**src/rtl/fc_tx_credit_scheduler_pkg.sv**
```systemverilog
// fc_tx_credit_scheduler_pkg
//   Shared flow-control definitions for the TX credit scheduler:
//   FSM state type, traffic-class indices, and credit-check width and
//   half-range constants.
package fc_tx_credit_scheduler_pkg;

    localparam int FC_W    = 10;
    localparam int NUM_CLS = 3;

    // Class indices used for every per-class array in the scheduler
    localparam logic [1:0] CLS_P   = 2'd0;
    localparam logic [1:0] CLS_NP  = 2'd1;
    localparam logic [1:0] CLS_CPL = 2'd2;

    typedef enum logic [1:0] {
        INIT  = 2'd0,
        ARB   = 2'd1,
        GRANT = 2'd2
    } fc_state_e;

    // A credit check passes while the remaining margin is within half the
    // counter range; anything above that is a negative margin after wrap.
    function automatic int unsigned fc_half_range(input int w);
        return 32'd1 << (w - 1);
    endfunction

    localparam int unsigned FC_HALF = fc_half_range(FC_W);

    // Round-robin successor: P -> NP -> CPL -> P
    function automatic logic [1:0] cls_next(input logic [1:0] c);
        return (c == CLS_CPL) ? CLS_P : c + 2'd1;
    endfunction

endpackage

```
**src/rtl/fc_tx_credit_scheduler_if.sv**
```systemverilog
// fc_tx_credit_scheduler_if
//   Request/grant bundle between the TLP requesters and the scheduler.
//   master : requester side  (drives *_req / *_dc, receives *_gnt)
//   slave  : scheduler side  (receives *_req / *_dc, drives *_gnt)
//   *_req : TLP pending per class (Posted, Non-Posted, Completion)
//   *_dc  : data credits the pending TLP needs (0 = no payload)
//   *_gnt : one-cycle grant pulse, one-hot across classes
interface fc_tx_credit_scheduler_if
    import fc_tx_credit_scheduler_pkg::*;
#(
    parameter int W = FC_W
);
    logic         p_req, np_req, cpl_req;
    logic [W-1:0] p_dc, np_dc, cpl_dc;
    logic         p_gnt, np_gnt, cpl_gnt;

    modport master (
        output p_req, np_req, cpl_req, p_dc, np_dc, cpl_dc,
        input  p_gnt, np_gnt, cpl_gnt
    );

    modport slave (
        input  p_req, np_req, cpl_req, p_dc, np_dc, cpl_dc,
        output p_gnt, np_gnt, cpl_gnt
    );
endinterface

```
**src/rtl/fc_tx_credit_scheduler_credit_check.sv**
```systemverilog
// fc_credit_check
//   Single flow-control credit test.
//   limit    : advertised credit limit (W bits, modulo counter)
//   consumed : credits already consumed (W bits, modulo counter)
//   need     : credits the pending TLP would consume
//   pass     : 1 when (limit - (consumed + need)) mod 2^W <= 2^(W-1)
module fc_credit_check
    import fc_tx_credit_scheduler_pkg::*;
#(
    parameter int W = FC_W
) (
    input  logic [W-1:0] limit,
    input  logic [W-1:0] consumed,
    input  logic [W-1:0] need,
    output logic         pass
);
    localparam logic [W-1:0] HALF = W'(fc_half_range(W));

    logic [W-1:0] margin;

    // All terms are W bits, so the subtraction wraps modulo 2^W
    assign margin = limit - (consumed + need);
    assign pass   = (margin <= HALF);
endmodule

```
**src/rtl/fc_tx_credit_scheduler.sv**
```systemverilog
// fc_tx_credit_scheduler
//   Round-robin TX scheduler for P / NP / CPL TLPs gated by flow-control
//   credits. Tracks six consumed-credit counters and grants at most one TLP
//   every two cycles (ARB then GRANT).
//   clk, rst_n        : clock, async active-low reset (deassertion synced)
//   fc_init_done      : credit limits valid; low forces INIT and clears state
//   *_credit_limit    : header/data limits for P (ph/pd), NP (nph/npd),
//                       CPL (ch/cd)
//   tx_full           : TX buffer cannot accept a write
//   req_if (slave)    : per-class req/dc in, one-hot gnt pulses out
//   tx_wr_en          : TX buffer write strobe (OR of grants)
//   cred_blocked      : [2]=P [1]=NP [0]=CPL, req pending but credits short
module fc_tx_credit_scheduler
    import fc_tx_credit_scheduler_pkg::*;
#(
    parameter int INFO_SIGNALS = FC_W
) (
    input  logic                    clk,
    input  logic                    rst_n,
    input  logic                    fc_init_done,
    input  logic [INFO_SIGNALS-1:0] ph_credit_limit,
    input  logic [INFO_SIGNALS-1:0] pd_credit_limit,
    input  logic [INFO_SIGNALS-1:0] nph_credit_limit,
    input  logic [INFO_SIGNALS-1:0] npd_credit_limit,
    input  logic [INFO_SIGNALS-1:0] ch_credit_limit,
    input  logic [INFO_SIGNALS-1:0] cd_credit_limit,
    input  logic                    tx_full,
    fc_tx_credit_scheduler_if.slave req_if,
    output logic                    tx_wr_en,
    output logic [2:0]              cred_blocked
);
    localparam int W = INFO_SIGNALS;
    localparam logic [W-1:0] ONE = W'(1);

    // Reset: asserts asynchronously, releases on a clock edge
    logic [1:0] rst_sync;
    logic       rst_n_s;

    always_ff @(posedge clk or negedge rst_n) begin
        if (!rst_n) rst_sync <= 2'b00;
        else        rst_sync <= {rst_sync[0], 1'b1};
    end
    assign rst_n_s = rst_sync[1];

    // Per-class views, index = class (P=0, NP=1, CPL=2)
    logic [NUM_CLS-1:0][W-1:0] hdr_lim, dat_lim, need_dc;
    logic [NUM_CLS-1:0][W-1:0] hdr_cons, dat_cons;
    logic [NUM_CLS-1:0]        req, hdr_ok, dat_ok, elig, blk;

    assign hdr_lim = {ch_credit_limit, nph_credit_limit, ph_credit_limit};
    assign dat_lim = {cd_credit_limit, npd_credit_limit, pd_credit_limit};
    assign need_dc = {req_if.cpl_dc, req_if.np_dc, req_if.p_dc};
    assign req     = {req_if.cpl_req, req_if.np_req, req_if.p_req};

    for (genvar c = 0; c < NUM_CLS; c++) begin : g_cls
        fc_credit_check #(.W(W)) u_hdr_chk (
            .limit    (hdr_lim[c]),
            .consumed (hdr_cons[c]),
            .need     (ONE),
            .pass     (hdr_ok[c])
        );
        fc_credit_check #(.W(W)) u_dat_chk (
            .limit    (dat_lim[c]),
            .consumed (dat_cons[c]),
            .need     (need_dc[c]),
            .pass     (dat_ok[c])
        );
    end

    assign blk  = req & ~(hdr_ok & dat_ok);
    assign elig = req & hdr_ok & dat_ok & {NUM_CLS{~tx_full}};

    // Round-robin pick: rr holds the highest-priority class
    fc_state_e  state;
    logic [1:0] rr, rr_1, rr_2, pick, sel;
    logic [W-1:0] sel_dc;

    assign rr_1 = cls_next(rr);
    assign rr_2 = cls_next(rr_1);

    always_comb begin
        if (elig[rr])        pick = rr;
        else if (elig[rr_1]) pick = rr_1;
        else                 pick = rr_2;
    end

    // The grant pulse must drop in the same cycle tx_full rises or
    // fc_init_done falls, so those two gate the registered choice directly.
    logic gnt_fire;
    assign gnt_fire       = (state == GRANT) && !tx_full && fc_init_done;
    assign req_if.p_gnt   = gnt_fire && (sel == CLS_P);
    assign req_if.np_gnt  = gnt_fire && (sel == CLS_NP);
    assign req_if.cpl_gnt = gnt_fire && (sel == CLS_CPL);
    assign tx_wr_en       = gnt_fire;

    always_ff @(posedge clk or negedge rst_n_s) begin
        if (!rst_n_s) begin
            state        <= INIT;
            sel          <= CLS_P;
            sel_dc       <= '0;
            rr           <= CLS_P;
            hdr_cons     <= '0;
            dat_cons     <= '0;
            cred_blocked <= '0;
        end else if (!fc_init_done) begin
            state        <= INIT;
            rr           <= CLS_P;
            hdr_cons     <= '0;
            dat_cons     <= '0;
            cred_blocked <= '0;
        end else begin
            cred_blocked <= (state == INIT) ? 3'b000
                                            : {blk[CLS_P], blk[CLS_NP], blk[CLS_CPL]};
            unique case (state)
                INIT: state <= ARB;
                ARB: begin
                    if (|elig) begin
                        sel    <= pick;
                        sel_dc <= need_dc[pick];
                        state  <= GRANT;
                    end
                end
                GRANT: begin
                    if (!tx_full) begin
                        hdr_cons[sel] <= hdr_cons[sel] + ONE;
                        dat_cons[sel] <= dat_cons[sel] + sel_dc;
                        rr            <= cls_next(sel);
                        state         <= ARB;
                    end
                end
                default: state <= INIT;
            endcase
        end
    end
endmodule
```
**src/flat_wrapper.sv**
```systemverilog
// flat-port wrapper written by rule: the top's interface ports become plain ports
module fc_tx_credit_scheduler_flat import fc_tx_credit_scheduler_pkg::*;
#(
    parameter int INFO_SIGNALS = FC_W
)
  (clk, rst_n, fc_init_done, ph_credit_limit, pd_credit_limit, nph_credit_limit, npd_credit_limit, ch_credit_limit, cd_credit_limit, tx_full, tx_wr_en, cred_blocked, req_if_p_req, req_if_np_req, req_if_cpl_req, req_if_p_dc, req_if_np_dc, req_if_cpl_dc, req_if_p_gnt, req_if_np_gnt, req_if_cpl_gnt);
  fc_tx_credit_scheduler_if req_if_i ();
  input  logic clk;
  input  logic rst_n;
  input  logic fc_init_done;
  input  logic [INFO_SIGNALS-1:0] ph_credit_limit;
  input  logic [INFO_SIGNALS-1:0] pd_credit_limit;
  input  logic [INFO_SIGNALS-1:0] nph_credit_limit;
  input  logic [INFO_SIGNALS-1:0] npd_credit_limit;
  input  logic [INFO_SIGNALS-1:0] ch_credit_limit;
  input  logic [INFO_SIGNALS-1:0] cd_credit_limit;
  input  logic tx_full;
  output logic tx_wr_en;
  output logic [2:0] cred_blocked;
  input wire logic [$bits(req_if_i.p_req)-1:0] req_if_p_req;
  input wire logic [$bits(req_if_i.np_req)-1:0] req_if_np_req;
  input wire logic [$bits(req_if_i.cpl_req)-1:0] req_if_cpl_req;
  input wire logic [$bits(req_if_i.p_dc)-1:0] req_if_p_dc;
  input wire logic [$bits(req_if_i.np_dc)-1:0] req_if_np_dc;
  input wire logic [$bits(req_if_i.cpl_dc)-1:0] req_if_cpl_dc;
  output wire logic [$bits(req_if_i.p_gnt)-1:0] req_if_p_gnt;
  output wire logic [$bits(req_if_i.np_gnt)-1:0] req_if_np_gnt;
  output wire logic [$bits(req_if_i.cpl_gnt)-1:0] req_if_cpl_gnt;
  assign req_if_i.p_req = req_if_p_req;
  assign req_if_i.np_req = req_if_np_req;
  assign req_if_i.cpl_req = req_if_cpl_req;
  assign req_if_i.p_dc = req_if_p_dc;
  assign req_if_i.np_dc = req_if_np_dc;
  assign req_if_i.cpl_dc = req_if_cpl_dc;
  assign req_if_p_gnt = req_if_i.p_gnt;
  assign req_if_np_gnt = req_if_i.np_gnt;
  assign req_if_cpl_gnt = req_if_i.cpl_gnt;
  fc_tx_credit_scheduler #(.INFO_SIGNALS(INFO_SIGNALS)) u_core (.clk(clk), .rst_n(rst_n), .fc_init_done(fc_init_done), .ph_credit_limit(ph_credit_limit), .pd_credit_limit(pd_credit_limit), .nph_credit_limit(nph_credit_limit), .npd_credit_limit(npd_credit_limit), .ch_credit_limit(ch_credit_limit), .cd_credit_limit(cd_credit_limit), .tx_full(tx_full), .req_if(req_if_i), .tx_wr_en(tx_wr_en), .cred_blocked(cred_blocked));
endmodule
```
**config.mk**
```make
export PLATFORM = sky130hd
export DESIGN_NAME = fc_tx_credit_scheduler_flat
export DESIGN_NICKNAME = d
export VERILOG_FILES = /design/src/rtl/fc_tx_credit_scheduler_pkg.sv /design/src/rtl/fc_tx_credit_scheduler_if.sv /design/src/rtl/fc_tx_credit_scheduler_credit_check.sv /design/src/rtl/fc_tx_credit_scheduler.sv /design/src/flat_wrapper.sv
export SDC_FILE = /design/constraint.sdc
export NUM_CORES = 1
export LEC_CHECK = 0
export BUFFER_PORTS_ARGS = -buffer_cell sky130_fd_sc_hd__clkbuf_2
export CORE_ASPECT_RATIO = 1.1
export CORE_UTILIZATION = 54
export CTS_CLUSTER_DIAMETER = 200
export CTS_CLUSTER_SIZE = 20
export DETAILED_ROUTE_END_ITERATION = 6
export GPL_ROUTABILITY_DRIVEN = 0
export MAX_ROUTING_LAYER = met4
export PLACE_DENSITY_LB_ADDON = 0.2
export REMOVE_ABC_BUFFERS = 1
export SYNTH_ARGS = -nofsm -noshare
export SYNTH_HDL_FRONTEND = slang
export SYNTH_SLANG_ARGS = --single-unit
```
**constraint.sdc**
```tcl
create_clock -name clk -period 2.35 [get_ports clk]
set_input_delay 0.1175 -clock clk [delete_from_list [all_inputs] [get_ports clk]]
set_output_delay 0.1175 -clock clk [all_outputs]
set_load 0.02 [all_outputs]
```
## Word-level counts from Yosys, hierarchy flattened

Index checks and enable logic that the tools add are counted.
Widths: inputs -> output; s select.

| word-level totals | value |
|---|---|
| register bits after elaboration | 81 |
| input bits | 97 |
| output and inout port bits | 7 |
| logic and storage cells | 104 |

| operators by class | value |
|---|---|
| eq/ne operators | 10 |
| reductions and logical operators | 13 |
| order comparisons | 11 |
| multiplexer cells | 34 |
| bitwise logic cells | 7 |
| add/subtract/negate cells | 17 |

Operators by type and width:

| cell | number |
|---|---|
| $mux 30 | 6 |
| $bmux 10 s2 | 3 |
| $bwmux 30 | 2 |
| $le 10x10->1 const B | 6 |
| $sub 10x10->10 | 6 |
| $add 10x1->10 const B | 4 |
| $add 10x10->10 | 4 |
| $mux 10 | 4 |
| $mux 2 | 11 |
| $demux 10 s2 | 1 |
| $and 3x3->3 | 5 |
| $lt 2x3->1 const B | 4 |
| $eq 2x2->1 const B | 4 |
| $add 2x1->2 const B | 3 |
| $logic_and 1x1->1 | 6 |
| $mux 3 | 2 |
| $pmux 2 s3 | 1 |
| $bmux 1 s2 | 2 |
| $eq 2x1->1 const B | 2 |
| $logic_not 2->1 | 2 |
| $reduce_and 2->1 | 2 |
| $ne 3x2->1 const B | 1 |
| $ne 3x3->1 const B | 1 |
| $not 3->3 | 1 |
| 8 further kinds | 9 |

## Depth between registers and ports, before layout

| depth | value |
|---|---|
| word-level depth | 12 |
| depth in mapped cells | 17 |
| mapped depth without buffers | 16 |

## Modules after synthesis

Synthesis repeated with hierarchy kept, for this count alone.

| second synthesis, totals | value |
|---|---|
| cells, all modules | 1085 |
| area, all modules | 9141.3 µm² |

Modules (own cells, without submodules):

| module | seq. area each (µm²) | area an instance (µm²) | times used | cells each |
|---|---|---|---|---|
| fc_tx_credit_scheduler | 2026.9 | 4653.2 | 1 | 522 |
| fc_credit_check (u_core.g_cls[1].u_hdr_chk ...) | 0.0 | 743.2 | 3 | 96 |
| fc_credit_check (u_core.g_cls[0].u_dat_chk ...) | 0.0 | 747.0 | 2 | 90 |
| fc_credit_check (u_core.g_cls[0].u_hdr_chk) | 0.0 | 764.5 | 1 | 95 |

## Worst setup path after synthesis

No wires, ideal clock.

| timing | value |
|---|---|
| path kind | register -> register |
| start | register u_core.dat_cons[20] (netlist bit) |
| end | register u_core.sel_dc[0] |
| setup time | 139 ps |
| data required time | 2211 ps |
| period minus slack after synthesis | 3684 ps |
| arrival | 3545 ps |
| path buffers | 1 |
| cell stages (with the launch flop) | 18 |
| setup slack | -1334 ps |
| cell sequence | dfrtp_1 -> inv_1 -> fa_1 -> inv_1 -> ha_1 -> nor2_1 -> fa_1 -> nor2b_1 -> o311a_1 -> o31a_1 -> o22ai_2 -> xor2_1 -> a31oi_1 -> or4b_4 -> and3_1 -> buf_6 -> mux2i_1 -> o221ai_1 |

| on the way | value |
|---|---|
| cells in the longest elaborated chain, start to end | 11 |
| elaborated cells on any way between the ends | 15 |
| classes of those cells | 2 x add/sub; 1 x order compare; 8 x mux; 2 x bitwise; 2 x reduce/logical |

Ends and longest elaborated chain:

| what | line | text |
|---|---|---|
| start: declaration | fc_tx_credit_scheduler.sv:47 | `logic [NUM_CLS-1:0][W-1:0] hdr_cons, dat_cons;` |
| start signal: indexed assignment | fc_tx_credit_scheduler.sv:126 | `dat_cons[sel] <= dat_cons[sel] + sel_dc;` |
| $add 10x10->10 (*) | fc_tx_credit_scheduler_credit_check.sv:22 | `assign margin = limit - (consumed + need);` |
| $sub 10x10->10 (*) | fc_tx_credit_scheduler_credit_check.sv:22 |  |
| $le 10x10->1 (*) | fc_tx_credit_scheduler_credit_check.sv:23 | `assign pass = (margin <= HALF);` |
| $and 3x3->3 (*) (2 in series) | fc_tx_credit_scheduler.sv:71 | `assign elig = req & hdr_ok & dat_ok & {NUM_CLS{~tx_full}};` |
| $bmux 1 s2 | fc_tx_credit_scheduler.sv:83 | `else if (elig[rr_1]) pick = rr_1;` |
| $mux 1 (implied by the code) | fc_tx_credit_scheduler.sv:83 |  |
| $mux 2 | fc_tx_credit_scheduler.sv:83 |  |
| $mux 2 | fc_tx_credit_scheduler.sv:82 | `if (elig[rr]) pick = rr;` |
| $bmux 10 s2 | fc_tx_credit_scheduler.sv:119 | `sel_dc <= need_dc[pick];` |
| $mux 10 (implied by the code) | fc_tx_credit_scheduler.sv:119 |  |
| end signal: assignment | fc_tx_credit_scheduler.sv:119 |  |
| end: declaration | fc_tx_credit_scheduler.sv:76 | `logic [W-1:0] sel_dc;` |

Every way passes the cells marked *; elsewhere a longest branch is shown, timed or not. The select of a mux whose other input is x is not followed.
A chain may end at the register's enable or synchronous reset.

## Final worst setup path

| timing | value |
|---|---|
| start | register u_core.dat_cons[20] (netlist bit) |
| end | register u_core.sel_dc[5] |

The elaborated chain is that of the path after synthesis.

==> flow_summary.json <==
{
  "synth_ff_type": "dfrtp_1",
  "grt_pass1_vias": 8141,
  "critPathTopFamily": "compound AO/OA/AOI/OAI gates",
  "fin_crit_ps": 4280,
  "max_freq_mhz": 234,
  "cts_max_level": 3,
  "syn_area_per_cell_um2": 8.80,
  "outcome": "finished, violations left",
  "dp_slack_ps": -1750,
  "hpwl_um": 17900,
  "ff2ff_path_depth": 17,
  "start_util": 0.559,
  "tns_ps": -34390,
  "syn_area_um2": 7480,
  "clkSlewWorstSetupHoldPaths_ps": 70,
  "drv_slew": 0,
  "clock_latency_ps": 350,
  "yosys-top-cells-area": "dfrtp_1 27%, ha_1 12%, fa_1 8.3%",
  "start_kind": "register",
  "finalWirelength_um": 27400,
  "synth_edf_count": 0,
  "rr_startpoint": "u_core.dat_cons[20]",
  "viasPerCell": 5.86,
  "ys_ff_latch": 81,
  "gr-usage-all-layers": 0.372,
  "worstMarginPinSlew_ps": 1090,
  "coreArea_um2": 13400,
  "grt_pass1_wl_um": 39500,
  "rsz0062_at_grt": "true",
  "cts_sinks": 81,
  "min_path_cells": 2,
  "antenna_found_initial": 0,
  "r2r-end": "u_core.sel_dc[5]",
  "nets": 1363,
  "drt_iter0_drc": 651,
  "synthCells": 850,
  "r2r_setup_slack_ps": -1930,
  "setup_ws_ps": -1930,
  "cellPowerDensity_nw_per_um2": 540,
  "clock-root-buffer": "clkbuf_16",
  "path_cells": "inv_2 > fa_1 > inv_1 > ha_2 > nor2_4 > fa_2 > nor2b_2 > o311a_1 > o31a_1 > o22ai_2 > xor2_1 > a31oi_2 > or4b_4 > and3_4 > buf_12 > mux2i_4 > o221ai_4",
  "gr-total-overflow": 0,
  "port_buffers": 103,
  "fillerInstances": 792,
  "chipHeight_um": 125,
  "cp_slowest_cell": "or4b_4",
  "critPathBufInv": 3,
  "arrival_ps": 4490,
  "synth_top_area_cell": "dfrtp_1",
  "drtAntennaViolNets": 0,
  "grt_max_degree": 45,
  "required_ps": 2560,
  "pin_count": 104,
  "fin_cells": 1354,
  "path_max_fanout": 5,
  "critPathMaxStageDelay_ps": 580,
  "synth_commonest_cells": "137 x inv_1, 81 x dfrtp_1, 70 x ha_1",
  "timing.slew.headroom": 0.275,
  "synthDominantCellAreaShare": 0.271,
  "fp.dieArea_um2": 14300,
  "std_cell_rows": 44,
  "ys_seq_area_frac": 0.271,
  "vias": 7940,
  "drt-pass1-iter-count": 7,
  "leakagePower_nw": 5.32,
  "worstSetupPathType": "register to register",
  "placed_area_um2": 9690,
  "cts_inserted_buffers": 9,
  "tritoncts": "done",
  "final.period_utilization": 1.82,
  "seqCellArea_um2": 2030,
  "place_inst": 1313,
  "design_area_um2": 11000,
  "worstHoldPathType": "input pin to register",
  "finalHoldViolations": 0,
  "syn2layout_area_growth_pct": 46.6,
  "peakVddDrop_v": 0.000395,
  "drive_gt1_frac": 0.388,
  "endpoint_kind": "register",
  "synth.most_common_cell": "inv_1",
  "setup_viol": 35,
  "cts.path.max_buffers": 2,
  "multiInputGateArea_um2": 5500,
  "die_x_um": 114,
  "drc": 4,
  "synth_warnings": 0,
  "diodes": 0,
  "skew_ps": 10.3,
  "synthDistinctLibCells": 61,
  "failed_checks": "DRC, setup timing",
  "maxCapViolCount": 0,
  "routedWlPerCell_um": 20.2,
  "hold_path_end": "u_core.sel_dc[9]",
  "min_from": "req_if_cpl_dc[9]",
  "synthArstFlopShare": 1.00
}
-- layer usage --
metal | track usage | vias to the layer above | wire length, um | part of all wire
met3 | 0.0572 | 174 | 1730 | 0.063
met2 | 0.642 | 437 | 14000 | 0.51
met4 | 0.243 | 0 | 2060 | 0.075
met1 | 0.390 | 3743 | 9650 | 0.35
met5 | - | - | 0 | 0
li1 | - | 3586 | - | -
-- stage by stage --
| step | utilization | hold slack, ps | power (W) |
|---|---|---|---|
| after floorplan | - | -178 | 0.00280 |
| after global placement | 0.725 | -96.6 | 0.00358 |
| after detailed placement | 0.725 | -94.3 | 0.00364 |
| after CTS | 0.790 | 31.4 | 0.00546 |
| after global routing | 0.820 | 43.4 | 0.00614 |
| final | 0.820 | 44.0 | 0.00592 |
-- registers in the layout (all words and copies together) (netlist names) --
register             count
u_core.rst_sync          2
u_core.cred_blocked      3
u_core.sel_dc           10
u_core.hdr_cons         30
u_core.rr                2
u_core.dat_cons         30
u_core.sel               2
u_core.state             2
-- cells by family after synthesis --
logic type               share of synthesized area
AO/OA/AOI/OAI                                0.215
XOR/XNOR                                    0.0749
adder cells (fa/ha/maj)                      0.200
buffers and inverters                       0.0814
flip-flops                                   0.271
multiplexers                                0.0456
other                                     0.000501
AND/OR/NAND/NOR                              0.112
-- worst reg2reg max path: cells and delay by family, from the launching register on --
kind                       cells  cell delay, ps
adders and majority gates      3             930
and+or+nand+nor                4            1000
buffers and inverters          3             250
xor gates and xnor gates       1             230
DFF                            1             360
muxes                          1             230
AOI/OAI and AO/OA              5            1140
-- layout make-up --
class | instances | area share
inverters | 137 | 0.0472
repair buffers | 327 | 0.216
flip-flops and latches | 81 | 0.185
clock buffers | 11 | 0.0221
clock inverters | 5 | 0.00718
well taps | 184 | 0.0210
multi-input cells | 609 | 0.501
-- timing repair --
action	in CTS	in global routing
pin swaps	50	53
hold buffers	1	0
buffers inserted	26	9
hold endpoints to repair	2	0
gates resized for setup	85	74
cloned	3	0
setup endpoints to repair	35	58
-- cells in the final DEF (no fill, tap or decap), types with 8 or more instances in the layout --
| master | Yosys | routed |
|---|---|---|
| a21o_1 | 12 | 11 |
| a21oi_1 | 45 | 33 |
| a21oi_2 | 0 | 11 |
| a22o_1 | 33 | 33 |
| buf_4 | 0 | 203 |
| buf_6 | 1 | 12 |
| clkbuf_16 | 0 | 9 |
| clkbuf_2 | 0 | 103 |
| dfrtp_1 | 81 | 78 |
| fa_1 | 31 | 27 |
| ha_1 | 70 | 64 |
| inv_1 | 137 | 133 |
| mux2i_1 | 33 | 22 |
| nand2_1 | 64 | 61 |
| nand2b_1 | 11 | 10 |
| nand3_1 | 14 | 14 |
| nor2_1 | 34 | 26 |
| o21a_1 | 8 | 8 |
| o21ai_0 | 55 | 48 |
| xnor2_1 | 44 | 35 |
| xor2_1 | 20 | 19 |
-- power breakdown --
group          internal [W]  total (W)  switching [W]
clock network      0.000959    0.00157       0.000614
registers           0.00151    0.00165       0.000145
logic               0.00129    0.00270        0.00140
total               0.00376    0.00592        0.00216
-- worst max path at each step --
| stage | slack, ps | end | start | depth (start not counted) |
|---|---|---|---|---|
| detailed placement | -1750 | u_core.sel_dc[5] | u_core.dat_cons[10] | 17 |
| CTS | -1650 | u_core.sel_dc[7] | u_core.dat_cons[20] | 18 |
| global route | -2020 | u_core.sel_dc[5] | u_core.dat_cons[20] | 19 |
| finish | -1930 | u_core.sel_dc[5] | u_core.dat_cons[20] | 17 |
| floorplan | -1590 | u_core.sel[0] | u_core.dat_cons[20] | 15 |
| global placement | -1640 | u_core.sel_dc[1] | u_core.dat_cons[10] | 17 |
Note: power is estimated with default switching activity, not from simulation.
